`config.mk`:
```
export PLATFORM = sky130hd
export DESIGN_NAME = l2_eviction_buffer
export DESIGN_NICKNAME = d
export VERILOG_FILES = /design/src/rtl/lc3b_types.sv /design/src/rtl/l2_eviction_buffer.sv
export SDC_FILE = /design/constraint.sdc
export NUM_CORES = 1
export LEC_CHECK = 0
export CORE_AREA = 2 2 213 215
export CTS_CLUSTER_DIAMETER = 200
export DETAILED_ROUTE_END_ITERATION = 6
export DIE_AREA = 0 0 215 217
export GPL_TIMING_DRIVEN = 0
export PLACE_DENSITY_LB_ADDON = 0.25
export SETUP_SLACK_MARGIN = 0.05
export SLEW_MARGIN = 20
export SYNTH_ARGS = -nofsm -noshare
export SYNTH_HDL_FRONTEND = slang
export SYNTH_SLANG_ARGS = --single-unit
```
`constraint.sdc`:
```
create_clock -name clk -period 15.9 [get_ports clk]
set_input_delay 3.18 -clock clk [delete_from_list [all_inputs] [get_ports clk]]
set_output_delay 3.18 -clock clk [all_outputs]
set_load 0.1 [all_outputs]
```
`src/rtl/lc3b_types.sv`:
```
// rtl/lc3b_types.sv - shared LC-3b memory-side types and eviction buffer states
package lc3b_types;

  typedef logic [127:0] lc3b_pmem_line;
  typedef logic [15:0]  lc3b_pmem_addr;

  typedef enum logic [1:0] {
    IDLE     = 2'd0,
    ACK      = 2'd1,
    MEM_READ = 2'd2,
    DRAIN    = 2'd3
  } evict_state_e;

endpackage

```
`src/rtl/l2_eviction_buffer.sv`:
```
// rtl/l2_eviction_buffer.sv - one-entry write-back buffer between L2 and physical memory
module l2_eviction_buffer
  import lc3b_types::*;
#(
  parameter int LINE_BITS   = 128,
  parameter int OFFSET_BITS = 4
) (
  input  logic                 clk,
  input  logic                 reset,
  input  logic                 l2_read,
  input  logic                 l2_write,
  input  lc3b_pmem_addr        l2_address,
  input  logic [LINE_BITS-1:0] l2_wdata,
  output logic                 l2_resp,
  output logic [LINE_BITS-1:0] l2_rdata,
  output logic                 pmem_read,
  output logic                 pmem_write,
  output lc3b_pmem_addr        pmem_address,
  output logic [LINE_BITS-1:0] pmem_wdata,
  input  logic                 pmem_resp,
  input  logic [LINE_BITS-1:0] pmem_rdata
);

  // Buffered entry
  logic                 r_valid;
  lc3b_pmem_addr        r_addr;
  logic [LINE_BITS-1:0] r_data;

  // FSM state and registered outputs
  evict_state_e         r_state;
  logic                 r_l2_resp;
  logic [LINE_BITS-1:0] r_l2_rdata;
  logic                 r_pmem_read;
  logic                 r_pmem_write;
  lc3b_pmem_addr        r_pmem_address;
  logic [LINE_BITS-1:0] r_pmem_wdata;

  // Decisions taken in IDLE; a simultaneous read+write is handled as a write
  logic w_idle;
  logic w_match;
  logic w_is_read;
  logic w_capture;
  logic w_evict;
  logic w_rd_hit;
  logic w_rd_miss;
  logic w_flush;
  logic w_start_drain;
  logic w_drain_done;
  logic w_read_done;

  assign w_idle        = (r_state == IDLE);
  assign w_match       = r_valid && (r_addr[15:OFFSET_BITS] == l2_address[15:OFFSET_BITS]);
  assign w_is_read     = l2_read && !l2_write;
  assign w_capture     = w_idle && l2_write && (!r_valid || w_match);
  assign w_evict       = w_idle && l2_write && r_valid && !w_match;
  assign w_rd_hit      = w_idle && w_is_read && w_match;
  assign w_rd_miss     = w_idle && w_is_read && !w_match;
  assign w_flush       = w_idle && !l2_write && !l2_read && r_valid;
  assign w_start_drain = w_evict || w_flush;
  assign w_drain_done  = (r_state == DRAIN) && pmem_resp;
  assign w_read_done   = (r_state == MEM_READ) && pmem_resp;

  // Buffered entry: a write to an empty or matching entry overwrites it, a finished drain empties it
  always_ff @(posedge clk or posedge reset) begin
    if (reset) begin
      r_valid <= 1'b0;
      r_addr  <= '0;
      r_data  <= '0;
    end else if (w_capture) begin
      r_valid <= 1'b1;
      r_addr  <= l2_address;
      r_data  <= l2_wdata;
    end else if (w_drain_done) begin
      r_valid <= 1'b0;
    end
  end

  // Control FSM with registered L2 and memory-side outputs
  always_ff @(posedge clk or posedge reset) begin
    if (reset) begin
      r_state        <= IDLE;
      r_l2_resp      <= 1'b0;
      r_l2_rdata     <= '0;
      r_pmem_read    <= 1'b0;
      r_pmem_write   <= 1'b0;
      r_pmem_address <= '0;
      r_pmem_wdata   <= '0;
    end else begin
      r_l2_resp <= 1'b0;
      case (r_state)
        IDLE: begin
          if (w_capture) begin
            r_l2_resp <= 1'b1;
            r_state   <= ACK;
          end else if (w_rd_hit) begin
            r_l2_rdata <= r_data;
            r_l2_resp  <= 1'b1;
            r_state    <= ACK;
          end else if (w_rd_miss) begin
            // The buffered line is left in place; reads bypass the pending write
            r_pmem_read    <= 1'b1;
            r_pmem_address <= l2_address;
            r_state        <= MEM_READ;
          end else if (w_start_drain) begin
            r_pmem_write   <= 1'b1;
            r_pmem_address <= r_addr;
            r_pmem_wdata   <= r_data;
            r_state        <= DRAIN;
          end
        end
        ACK: begin
          r_state <= IDLE;
        end
        MEM_READ: begin
          if (w_read_done) begin
            r_pmem_read <= 1'b0;
            r_l2_rdata  <= pmem_rdata;
            r_l2_resp   <= 1'b1;
            r_state     <= ACK;
          end
        end
        DRAIN: begin
          if (w_drain_done) begin
            r_pmem_write <= 1'b0;
            r_state      <= IDLE;
          end
        end
        default: begin
          r_state <= IDLE;
        end
      endcase
    end
  end

  assign l2_resp      = r_l2_resp;
  assign l2_rdata     = r_l2_rdata;
  assign pmem_read    = r_pmem_read;
  assign pmem_write   = r_pmem_write;
  assign pmem_address = r_pmem_address;
  assign pmem_wdata   = r_pmem_wdata;

endmodule

```
# ---- Word level (Yosys, flattened, before mapping)
# Cells that the tools add are included.
dict set report word_totals {
  ramBits 0
  ff_bits 422
  output_inout_bits 275
  rom_bits 0
  input_bits 277
  latchBits 0
  mem_count 0
}
dict set report classes {
  n_div 0
  n_reduce_logical 31
  bitwise 3
  n_eq_ne 13
  n_mux 29
  n_shift 0
  multipliers 0
  n_lt_le_gt_ge 0
  add_sub_neg 0
}
# operator n
set ops {}
lappend ops {{$mux W128} 3}
lappend ops {{$pmux W128 S2} 1}
lappend ops {{$mux W16} 2}
lappend ops {{$logic_and A1 B1 Y1} 14}
lappend ops {{$mux W1} 13}
lappend ops {{$eq A12 B12 Y1} 1}
lappend ops {{$mux W2} 6}
lappend ops {{$ne A2 B2 Y1 const B} 5}
lappend ops {{$reduce_and A5 Y1} 2}
lappend ops {{$pmux W2 S4} 1}
lappend ops {{$reduce_and A4 Y1} 2}
lappend ops {{$reduce_bool A2 Y1} 4}
lappend ops {{$ne A2 B1 Y1 const B} 3}
lappend ops {{$pmux W1 S2} 3}
lappend ops {{$reduce_and A6 Y1} 1}
lappend ops {{$ne A5 B1 Y1 const B} 1}
lappend ops {{$eq A2 B2 Y1 const B} 2}
lappend ops {{$logic_not A1 Y1} 4}
lappend ops {{$not A1 Y1} 3}
lappend ops {{$reduce_and A3 Y1} 1}
lappend ops {{$eq A2 B1 Y1 const B} 1}
lappend ops {{$logic_not A2 Y1} 1}
lappend ops {{$logic_or A1 B1 Y1} 2}

# ---- Depth between registers and ports, before layout
dict set report depth {
  ltp_word 10
  mapped_depth 9
  ltp_nobuf 5
}

# ---- Worst setup path after synthesis
# No wires, ideal clock.
dict set report synth_path {
  path_kind {in2reg}
  from {input port l2_address[15]}
  to {register r_l2_rdata[30], in the netlist l2_rdata[30]}
  arrival_ns 4.756
  setup_time_ns 0.128
  path_slack_ns 11.015
  stages 7
  n_path_buf 2
  t_required_ns 15.772
  cell_sequence {xnor2_1 and4_2 nand2_2 o31ai_2 buf_6 buf_4 mux2_1}
}
dict set report synth_via {
  elab_chain_len 6
  elab_cells_between_ends 8
}
# item line
set synth_rtl {}
lappend synth_rtl {{start: declaration} l2_eviction_buffer.sv:12} ;# input lc3b_pmem_addr l2_address,
lappend synth_rtl {{$eq A12 B12 Y1 *} l2_eviction_buffer.sv:52} ;# assign w_match = r_valid && (r_addr[15:OFFSET_BITS] == l2_address[15:OFFSET_BITS]);
lappend synth_rtl {{$logic_and A1 B1 Y1 *} l2_eviction_buffer.sv:52}
lappend synth_rtl {{$logic_or A1 B1 Y1} l2_eviction_buffer.sv:54} ;# assign w_capture = w_idle && l2_write && (!r_valid || w_match);
lappend synth_rtl {{$logic_and A1 B1 Y1} l2_eviction_buffer.sv:54}
lappend synth_rtl {{$ne A2 B2 Y1 (no source line)} --}
lappend synth_rtl {{$reduce_and A4 Y1 (no source line) *} --}
lappend synth_rtl {{end signal: assignment} l2_eviction_buffer.sv:96} ;# r_l2_rdata <= r_data;
lappend synth_rtl {{end signal: assignment} l2_eviction_buffer.sv:117} ;# r_l2_rdata <= pmem_rdata;
lappend synth_rtl {{end: declaration} l2_eviction_buffer.sv:32} ;# logic [LINE_BITS-1:0] r_l2_rdata;
# Every way passes the cells marked *; elsewhere a longest branch is shown, timed or not.
# A chain may end at the register's enable or synchronous reset.

# ---- Final worst setup path
dict set report layout_path {
  from {input port l2_address[14]}
  to {register r_l2_rdata[39], in the netlist l2_rdata[39]}
}
# Same word-level chain as after synthesis.

==> impl_results.md <==
* Worst Hold Class: flip-flop to flip-flop
* WS Path Type: input pin to flip-flop
* Post-layout util at 0.597
* Final worst-path cycle share at 0.338
* Origin of the critical flop-to-flop path: r_state[1]
* Final Wtd Congestion at ~0.87
* First-pass DRT Iterations at 5
* Final setup vio count at 0
* Fin. Hold Viols at 0
* Largest net degree at the start of global routing at around 100
* Die Ht at between 200 and 250 µm
* Die width at between 200 and 250 µm
* GR met2 Demand/Resource at 0.404
* Clk slew on worst S/H paths at around 60 ps
* Layout Area Growth over Synthesis at 42.7%
* Layout cells sized above 1 at 0.178
* Final min period at approximately 5400 ps
* Fmax achieved at roughly 190 MHz
* Initial Util at 0.418
* Cell variety after synth at 40
* Clk root buf: clkbuf_16
* Hold Path End: pmem_wdata[101]
* Hold buffers post-CTS at 0
* Hold Path Depth at 1
* Avg WL per Cell at roughly 22 µm
* Clock sink count at 422
* Number of synthesized register bits at approximately 420
* CTS tree: yes
* RSZ-0062 raised after global routing: false
* H-tree levels at 2
* Met3 Use GR at 0.0503
* Flop2flop setup slack at 12820 ps
* Initial antenna violation count at 9
* Crit-path max FO at 10
* Mapped cell area at 0.0187 mm²
* Cts bufs inserted at 47
* Crit end category: flip-flop
* Final HPWL DP at slightly above 40 mm
* Remaining antenna violation count after routing at 0
* IO Count at 552
* Filler cell count in the final layout at ~3.6k
* HP Start: pmem_wdata[101]
* Crit path DAT at 5830 ps
* Via density at a little over 5
* Worst skew pair latency at between 500 and 600 ps
* GRT Util Overall at 0.237
* First-pass GRT wire length at between 80 and 90 mm
* Syn Nets at between 1.5k and 2k
* Port Buffers at around 550
* Seq/Total Area, Yosys at 0.565
* Reg-to-Reg End: l2_rdata[105]
* Row count at ~80
* Worst Reg-to-Reg Cells at 7
* Worst EP required at around 16000 ps
* Vias in the first global route at approximately 14k
* Startpoint types: input pin
* Max clock buf depth at 3
* Placed cells at around 2.4k
* Post-Layout Cell Count at between 2k and 2.5k
* Iteration-0 DRC Markers at 778
* Least-Margin Pin Slew at roughly 1100 ps
* Seq. cell area at 0.0106 mm²
* Max cap viols at 0
* DIE AREA at 0.0467 mm²
* # Post-CTS Setup Buffers at 0
* Max Slew Vio Count at 0
* Synth Warn # at 0
* # DRC at 0
* Multi-input logic area at between 0.007 and 0.008 mm²
* PostCTS Resize Cnt at 0
* Mapped Cells at roughly 1.3k
* Gr busiest metal: met2
* Core Region at roughly 0.045 mm²
* Status: completed
* Vias at 12.8k
* DRT Wirelength at between 50 and 60 mm
* Synth Area per Inst at 14.9 µm²
* Met1 Use GR at 0.296
* GRT overflow at 0
* Slew margin rel. at 0.256
* Fin nets at around 2.1k
* Worst Clk Skew at 9.33 ps
==> per-stage QoR <==
stage          setup TNS, ps  hold slack, ps  setup WS, ps  instance area (µm²)
3_3_place_gp        -1734940             466         -4160                24900
2_1_floorplan              0             479           972                18700
6_report                   0             481         10520                26700
5_1_grt                    0             496         10460                26700
4_1_cts                    0             486         10510                26700
3_5_place_dp               0             474          9980                25100
==> cells in the final DEF, fill, tap and decap left out, types with 2 or more instances in the layout <==
cell type        Yosys  routed
o211ai_1            16      16
buf_8                3       3
buf_12               5       5
o41ai_1             17      17
clkbuf_8             0       5
mux2_2             136     136
clkbuf_1            28      39
buf_2                7       8
clkdlybuf4s50_1      0     550
and2_1               2       2
diode_2              0       5
nand4_1              3       3
nand3_1             34      34
a21oi_1             19      19
mux2_4              60      60
a21boi_0            17      17
dfrtp_1            422     422
buf_16               0       4
and4_2               2       2
nor2_1              54      54
bufinv_16            0       6
buf_4               12      12
clkbuf_16            0      49
o21ai_0              2       2
clkinv_2             0      12
xnor2_1             12      12
nor2b_1              2       2
buf_6               24      24
inv_1               20      19
mux2_1             332     332
nand2_1              7       7
==> per-layer routing <==
| metal | vias to the layer above | share of wire | wire length [µm] |
|---|---|---|---|
| li1 | 5717 | - | - |
| met1 | 6555 | 0.41 | 22800 |
| met2 | 430 | 0.50 | 27800 |
| met3 | 101 | 0.061 | 3420 |
| met4 | 8 | 0.031 | 1720 |
| met5 | - | 0.00097 | 54 |
==> critical path, cell delays in order <==
cell	delay, ps
clkdlybuf4s50_1	470
xnor2_1	320
and4_2	360
nand2_2	180
o31ai_2	390
buf_6	300
buf_4	270
mux2_1	350
==> Yosys cell counts, drive strengths merged <==
library cell | n | area, µm²
a21boi | 17 | 128
a21oi | 19 | 95.1
a31oi | 2 | 18.8
a41o | 1 | 10.0
and2 | 3 | 21.3
and4 | 3 | 28.8
buf | 52 | 544
clkbuf | 28 | 105
dfrtp | 422 | 10600
inv | 20 | 75.1
mux2 | 528 | 6170
nand2 | 8 | 32.5
nand3 | 34 | 170
nand3b | 1 | 20.0
nand4 | 4 | 40.0
nor2 | 55 | 214
nor2b | 2 | 12.5
nor3b | 1 | 7.51
nor4 | 1 | 6.26
o211ai | 16 | 120
o21a | 1 | 7.51
o21ai | 2 | 10.0
o22ai | 1 | 6.26
o31ai | 1 | 12.5
o41ai | 17 | 149
or3b | 1 | 8.76
xnor2 | 12 | 105
==> kinds of logic after synthesis <==
family | synth area share
muxes | 0.330
DFF | 0.565
and+or+nand+nor | 0.0301
buffers and inverters | 0.0388
AOI/OAI and AO/OA | 0.0298
xor gates and xnor gates | 0.00563
==> registers in the layout (all words and copies together), names as in the netlist <==
register      cells
l2_rdata        128
l2_resp           1
pmem_address     16
pmem_read         1
pmem_wdata      128
pmem_write        1
r_addr           16
r_data          128
r_state           2
r_valid           1
==> cell type report <==
class	instances	area share
sequential	422	0.396
multi-input combinational	730	0.277
timing repair buffer	555	0.211
clock buffer	65	0.0501
tap	600	0.0282
buffer	80	0.0244
clock inverter	20	0.00962
inverter	20	0.00310
antenna	5	0.000469
==> worst max path at each step <==
stage	cells past startpoint	slack, ps	from	endpoint
5_1_grt	8	10460	l2_address[14]	l2_rdata[39]
3_3_place_gp	2	-4160	reset	pmem_wdata[78]
6_report	8	10520	l2_address[14]	l2_rdata[39]
2_1_floorplan	1	970	reset	l2_rdata[0]
3_5_place_dp	8	9980	l2_address[14]	l2_rdata[30]
4_1_cts	1	10510	pmem_wdata[107]	pmem_wdata[107]
Power is not shown: default switching activity piles up to over one toggle a cycle in this logic, so the estimate is an artifact.
